--- src/rtl/cgra_ctrl_pkg.sv ---
// Shared types for the per-tile configuration sequencer: config word type,
// sequencer state encoding and the config word width.
package cgra_ctrl_pkg;

  localparam int unsigned CTRL_W = 49;

  typedef logic [CTRL_W-1:0] CGRAConfig_6_4_6_8;

  typedef enum logic [1:0] {
    IDLE,
    RUN,
    DONE
  } ctrl_seq_state_e;

endpackage

--- src/rtl/ctrl_rf_1r1w.sv ---
// Configuration storage: one combinational read port, one posedge write port.
// Contents are deliberately not reset.
module ctrl_rf_1r1w
  import cgra_ctrl_pkg::*;
#(
  parameter int unsigned NUM_CTRL = 4,
  localparam int unsigned ADDR_W = $clog2(NUM_CTRL)
) (
  input  logic              clk_i,
  input  logic              wen_i,
  input  logic [ADDR_W-1:0] waddr_i,
  input  CGRAConfig_6_4_6_8 wdata_i,
  input  logic [ADDR_W-1:0] raddr_i,
  output CGRAConfig_6_4_6_8 rdata_o
);

  CGRAConfig_6_4_6_8 mem_q [NUM_CTRL];

  always_ff @(posedge clk_i) begin
    if (wen_i) begin
      mem_q[waddr_i] <= wdata_i;
    end
  end

  assign rdata_o = mem_q[raddr_i];

endmodule

--- src/rtl/ctrl_mem_sequencer.sv ---
// Loads config words while idle, then streams entries 0..steps-1 cyclically to
// the tile and counts passes. Optional iteration limit: CTRL_SEQ_ITER_LIMIT_EN.
module ctrl_mem_sequencer
  import cgra_ctrl_pkg::*;
#(
  parameter int unsigned NUM_CTRL = 4,
  parameter int unsigned ITER_W   = 16,
  localparam int unsigned ADDR_W  = $clog2(NUM_CTRL)
) (
  input  logic              clk,
  input  logic              reset,
  input  logic              load_valid,
  output logic              load_ready,
  input  logic [ADDR_W-1:0] load_addr,
  input  CGRAConfig_6_4_6_8 load_data,
  input  logic [ADDR_W:0]   num_steps,
  input  logic              start,
  input  logic              stop,
  output logic              ctrl_valid,
  input  logic              ctrl_ready,
  output CGRAConfig_6_4_6_8 ctrl_data,
  output logic              busy,
  output logic [ITER_W-1:0] iter_count
`ifdef CTRL_SEQ_ITER_LIMIT_EN
  ,
  input  logic [ITER_W-1:0] iter_limit,
  output logic              done
`endif
);

  localparam logic [ADDR_W:0] StepsMax = (ADDR_W + 1)'(NUM_CTRL);

  ctrl_seq_state_e   state_q, state_d;
  logic [ADDR_W-1:0] rd_ptr_q, rd_ptr_d;
  logic [ADDR_W:0]   steps_q, steps_d, steps_in;
  logic [ITER_W-1:0] iter_q, iter_d, iter_inc;
  logic              fire, wrap, restart;

  assign fire     = ctrl_valid && ctrl_ready;
  assign wrap     = ({1'b0, rd_ptr_q} == (steps_q - (ADDR_W + 1)'(1)));
  assign iter_inc = (&iter_q) ? iter_q : iter_q + ITER_W'(1);
  assign steps_in = ((num_steps == '0) || (num_steps > StepsMax)) ? StepsMax : num_steps;
  // Any entry into RUN from a non-RUN state re-samples the run parameters.
  assign restart  = (state_d == RUN) && (state_q != RUN);

`ifdef CTRL_SEQ_ITER_LIMIT_EN
  logic [ITER_W-1:0] limit_q, limit_d;
  logic              limit_hit;

  assign limit_hit = fire && wrap && (limit_q != '0) && (iter_inc == limit_q);
  assign limit_d   = restart ? iter_limit : limit_q;

  always_ff @(posedge clk) begin
    if (reset) limit_q <= '0;
    else       limit_q <= limit_d;
  end
`endif

  always_ff @(posedge clk) begin
    if (reset) state_q <= IDLE;
    else       state_q <= state_d;
  end

  always_comb begin
    state_d = state_q;
    unique case (state_q)
      IDLE: if (start) state_d = RUN;
      RUN: begin
        if (stop) state_d = IDLE;
`ifdef CTRL_SEQ_ITER_LIMIT_EN
        else if (limit_hit) state_d = DONE;
`endif
      end
`ifdef CTRL_SEQ_ITER_LIMIT_EN
      DONE: begin
        if (stop)       state_d = IDLE;
        else if (start) state_d = RUN;
      end
`endif
      default: state_d = IDLE;
    endcase
  end

  always_comb begin
    ctrl_valid = (state_q == RUN);
    busy       = (state_q != IDLE);
    load_ready = (state_q == IDLE);
`ifdef CTRL_SEQ_ITER_LIMIT_EN
    done       = (state_q == DONE);
`endif
  end

  always_comb begin
    rd_ptr_d = rd_ptr_q;
    steps_d  = steps_q;
    iter_d   = iter_q;
    if (restart) begin
      rd_ptr_d = '0;
      steps_d  = steps_in;
      iter_d   = '0;
    end else if (fire) begin
      rd_ptr_d = wrap ? '0 : rd_ptr_q + ADDR_W'(1);
      if (wrap) iter_d = iter_inc;
    end
  end

  always_ff @(posedge clk) begin
    if (reset) begin
      rd_ptr_q <= '0;
      steps_q  <= StepsMax;
      iter_q   <= '0;
    end else begin
      rd_ptr_q <= rd_ptr_d;
      steps_q  <= steps_d;
      iter_q   <= iter_d;
    end
  end

  assign iter_count = iter_q;

  ctrl_rf_1r1w #(
    .NUM_CTRL (NUM_CTRL)
  ) u_rf (
    .clk_i   (clk),
    .wen_i   (load_valid && load_ready),
    .waddr_i (load_addr),
    .wdata_i (load_data),
    .raddr_i (rd_ptr_q),
    .rdata_o (ctrl_data)
  );

endmodule

--- config.mk ---
export PLATFORM = sky130hd
export DESIGN_NAME = ctrl_mem_sequencer
export DESIGN_NICKNAME = d
export VERILOG_FILES = /design/src/rtl/cgra_ctrl_pkg.sv /design/src/rtl/ctrl_rf_1r1w.sv /design/src/rtl/ctrl_mem_sequencer.sv
export SDC_FILE = /design/constraint.sdc
export NUM_CORES = 1
export LEC_CHECK = 0
export CORE_MARGIN = 3
export CORE_UTILIZATION = 25
export DETAILED_ROUTE_END_ITERATION = 8
export PLACE_DENSITY = 0.5
export SYNTH_ARGS = -nofsm -noshare
export SYNTH_HDL_FRONTEND = slang
export SYNTH_SLANG_ARGS = --single-unit
--- constraint.sdc ---
create_clock -name clk -period 6.12 [get_ports clk]
set_input_delay 1.224 -clock clk [delete_from_list [all_inputs] [get_ports clk]]
set_output_delay 1.224 -clock clk [all_outputs]
set_load 0.1 [all_outputs]
==> impl_metrics.yaml <==
cts:
  cts_max_level: 1
  clkSinkCount: 221
  ctsResizeCount: 0
  cts_tree: "done"
  numCtsBuffers: 25
  ctsRootBufferMaster: "clkbuf_16"
  clockBufferDepth: 3
  post_cts_buffers: 0
  holdBufCountCts: 0
  path_clk_slew_ns: 0.06
  clock_latency_ns: 0.51
setup_path:
  cpPeakStageDelay_ns: 1.15
  endpoint: "ctrl_data[9]"
  crit_required_ns: 4.90
  r2r-end: "iter_count[15]"
  endpoint_kind: "output port"
  startpoint_type: "register"
  cp_max_fo: 32
  crit_chain: "buf_4, mux4_2, clkdlybuf4s50_1"
  cp.arrival_ns: 3.32
  cp_top_family: "buffers and inverters"
  cp_num_cells: 3
  critPathKind: "register to output port"
  slowest_stage: "clkdlybuf4s50_1"
  critPathBufInv: 2
  r2r-start: "steps_q[0]"
  reg2reg_depth: 7
  r2r_slack_ns: 3.68
yosys:
  syn_inst: 399
  synth_area_per_cell_sq_um: 20.8
  yosys.area_share.simple: 0.0418
  synth_seq_cells: 221
  yosysMostFrequentCell: "edfxtp_1"
  synth_area_sq_um: 8280
  synth_top_area_frac: 0.711
  yosysTopAreaCell: "edfxtp_1"
  synth_compound_area_frac: 0.0216
  synth_flop_cell: "edfxtp_1"
  synth-edff-count: 196
  synth_commonest_cells: "196 x edfxtp_1, 49 x mux4_2, 25 x dfxtp_1"
  ys_seq_area_frac: 0.771
  yosys-top-cells-area: "edfxtp_1 71%, mux4_2 13%, dfxtp_1 6.0%"
  synthMuxAreaShare: 0.136
  synth_top_family_by_area: "multiplexers"
  synth_nets: 462
  ys_warn_count: 0
  synthAdderAreaFrac: 0.00453
  ys_types: 37
  synth_async_sr_flop_share: 0
  synth-xor-area-share: 0.0116
global_routing:
  grt_pass1_vias: 4643
  grt-ovfl-total: 0
  grt_max_degree: 50
  antenna_found_initial: 0
  grt_first_pass_wirelength_mm: 27.7
  grt_usage: 0.0998
placement:
  portBuffers: 127
  place_ws_ns: 2.00
  post-place-cells: 957
  dpl.hpwl_mm: 10.8
  gp_congestion: 0.774
power:
  p_clk_frac: 0.423
  p_leak_nw: 3.28
  powerDensity_nw_per_um2: 298
  pwr-share-seq: 0.521
  p_sw_frac: 0.215
  power.switching_uw: 695
  internal_power_mw: 2.53
  p_comb_frac: 0.056
  ir_worst_vdd_uv: 156
layout:
  drive_above_1_share: 0.170
  multi_input_area_sq_um: 1800
  layout.nets: 605
  instances_no_fill: 1002
  syn_to_final_growth_pct: 30.7
  n_fill_cell: 3115
  diodes: 0
  final_core_util: 0.332
  final-seq-area_sq_um: 6390
drt:
  drt-initial-drc-count: 256
  drc: 0
  antenna_left: 0
  post_drt_via_cell_ratio: 4.26
  routed_wl_mm: 17.9
  vias: 4272
  drtPass1Iterations: 4
  post_drt_wl_per_cell_um: 17.8
die:
  io_pins: 128
  die_w_um: 188
  coreArea_sq_um: 32600
  initial_core_util: 0.254
  die_h_um: 188
  die_area_sq_um: 35400
  rows: 66
job:
  cap_viol_max_count: 0
worst_hold_path:
  min_path_type: "register to register"
sta:
  max_freq_ghz: 0.220
  finClkSkew_ns: 0.0143
  timing.hold.ws_ns: 0.488
  tightest_slew_ns: 1.06
  hold_violations: 0
  slew-limit-headroom: 0.295
  slew_violations: 0
  period_needed_ns: 4.54
  finalSetupViolations: 0
  rsz0062_at_grt: "false"
  worst_slack_ns: 1.58
  period_share: 0.742
status:
  status: "finished, final reports clean"
==> flip-flops by register name (all words and copies together), names as in the netlist, named ones only <==
register and flops:
steps_q 3, state_q 2, u_rf.mem_q 196, iter_count 16, rd_ptr_q 2
==> through the flow <==
step                      power, mW  instance area (sq um)  setup TNS (ns)
after floorplan                1.81                   8280           -5.34
after global placement         1.89                  10100               0
after detailed placement       1.90                  10100               0
after CTS                      3.28                  10800               0
after global routing           3.36                  10800               0
final                          3.23                  10800               0
==> how the worst min path moves through the flow <==
stage	slack, ns	cells after the start	to	from
2_1_floorplan	0.43	1	state_q[0]	state_q[1]
3_3_place_gp	0.47	1	state_q[0]	state_q[1]
3_5_place_dp	0.49	2	iter_count[13]	iter_count[13]
4_1_cts	0.50	1	state_q[0]	state_q[1]
5_1_grt	0.51	1	steps_q[2]	steps_q[2]
6_report	0.49	1	state_q[0]	state_q[1]
==> layout make-up <==
| class | instances | area share |
|---|---|---|
| Clock inverter | 12 | 0.00867 |
| Inverter | 6 | 0.00208 |
| Sequential cell | 221 | 0.590 |
| Tap cell | 442 | 0.0511 |
| Multi-Input combinational cell | 156 | 0.167 |
| Timing Repair Buffer | 132 | 0.121 |
| Clock buffer | 33 | 0.0605 |
==> logic make-up (layout without fill, tap and decap cells) <==
logic type	Yosys count	count (layout)
other	1	1
adder cells (fa/ha/maj)	3	3
multiplexers	51	51
AND/OR/NAND/NOR	63	63
buffers and inverters	22	183
flip-flops	221	221
XOR/XNOR	11	11
AO/OA/AOI/OAI	27	27
==> worst reg2reg max path, cell delays in order, from the launching register on <==
cell     delay [ns]
dfxtp_1        0.37
inv_1          0.06
ha_1           0.30
xnor2_1        0.14
or4_4          0.57
a21o_4         0.27
or4_1          0.51
a21oi_1        0.14
==> power groups by stage <==
stage	sequential [mW]	clock, mW	combinational (mW)
6_report	1.68	1.36	0.181
5_1_grt	1.68	1.48	0.192
4_1_cts	1.68	1.42	0.185
3_5_place_dp	1.71	0	0.184
3_3_place_gp	1.71	0	0.180
2_1_floorplan	1.71	0	0.104
==> cells in the final DEF, fill, tap and decap left out, drive strengths merged <==
master,instances
or4,6
xor2,1
mux2i,2
a211o,1
xnor2,10
nand4,1
clkdlybuf4s50,127
o211a,1
nand2b,2
or3,1
clkinv,7
nand2,11
and3,2
nor3,5
conb,1
o21ai,2
mux4,49
nor2b,2
nor2,15
a21oi,12
edfxtp,196
nor3b,4
a211oi,5
buf,5
nand3b,3
a21o,1
bufinv,1
nor4,1
and4,4
ha,3
or2,1
clkinvlp,3
o31ai,5
dfxtp,25
clkbuf,33
inv,7
nand3,5
==> per-layer routing <==
layer,track usage,up-vias,wire (um)
met5,0,-,0
met4,0.0266,0,365
met3,0.0282,33,1230
met2,0.168,136,8640
met1,0.127,2176,7620
li1,-,1927,-
(Power assumes the default switching activity.)
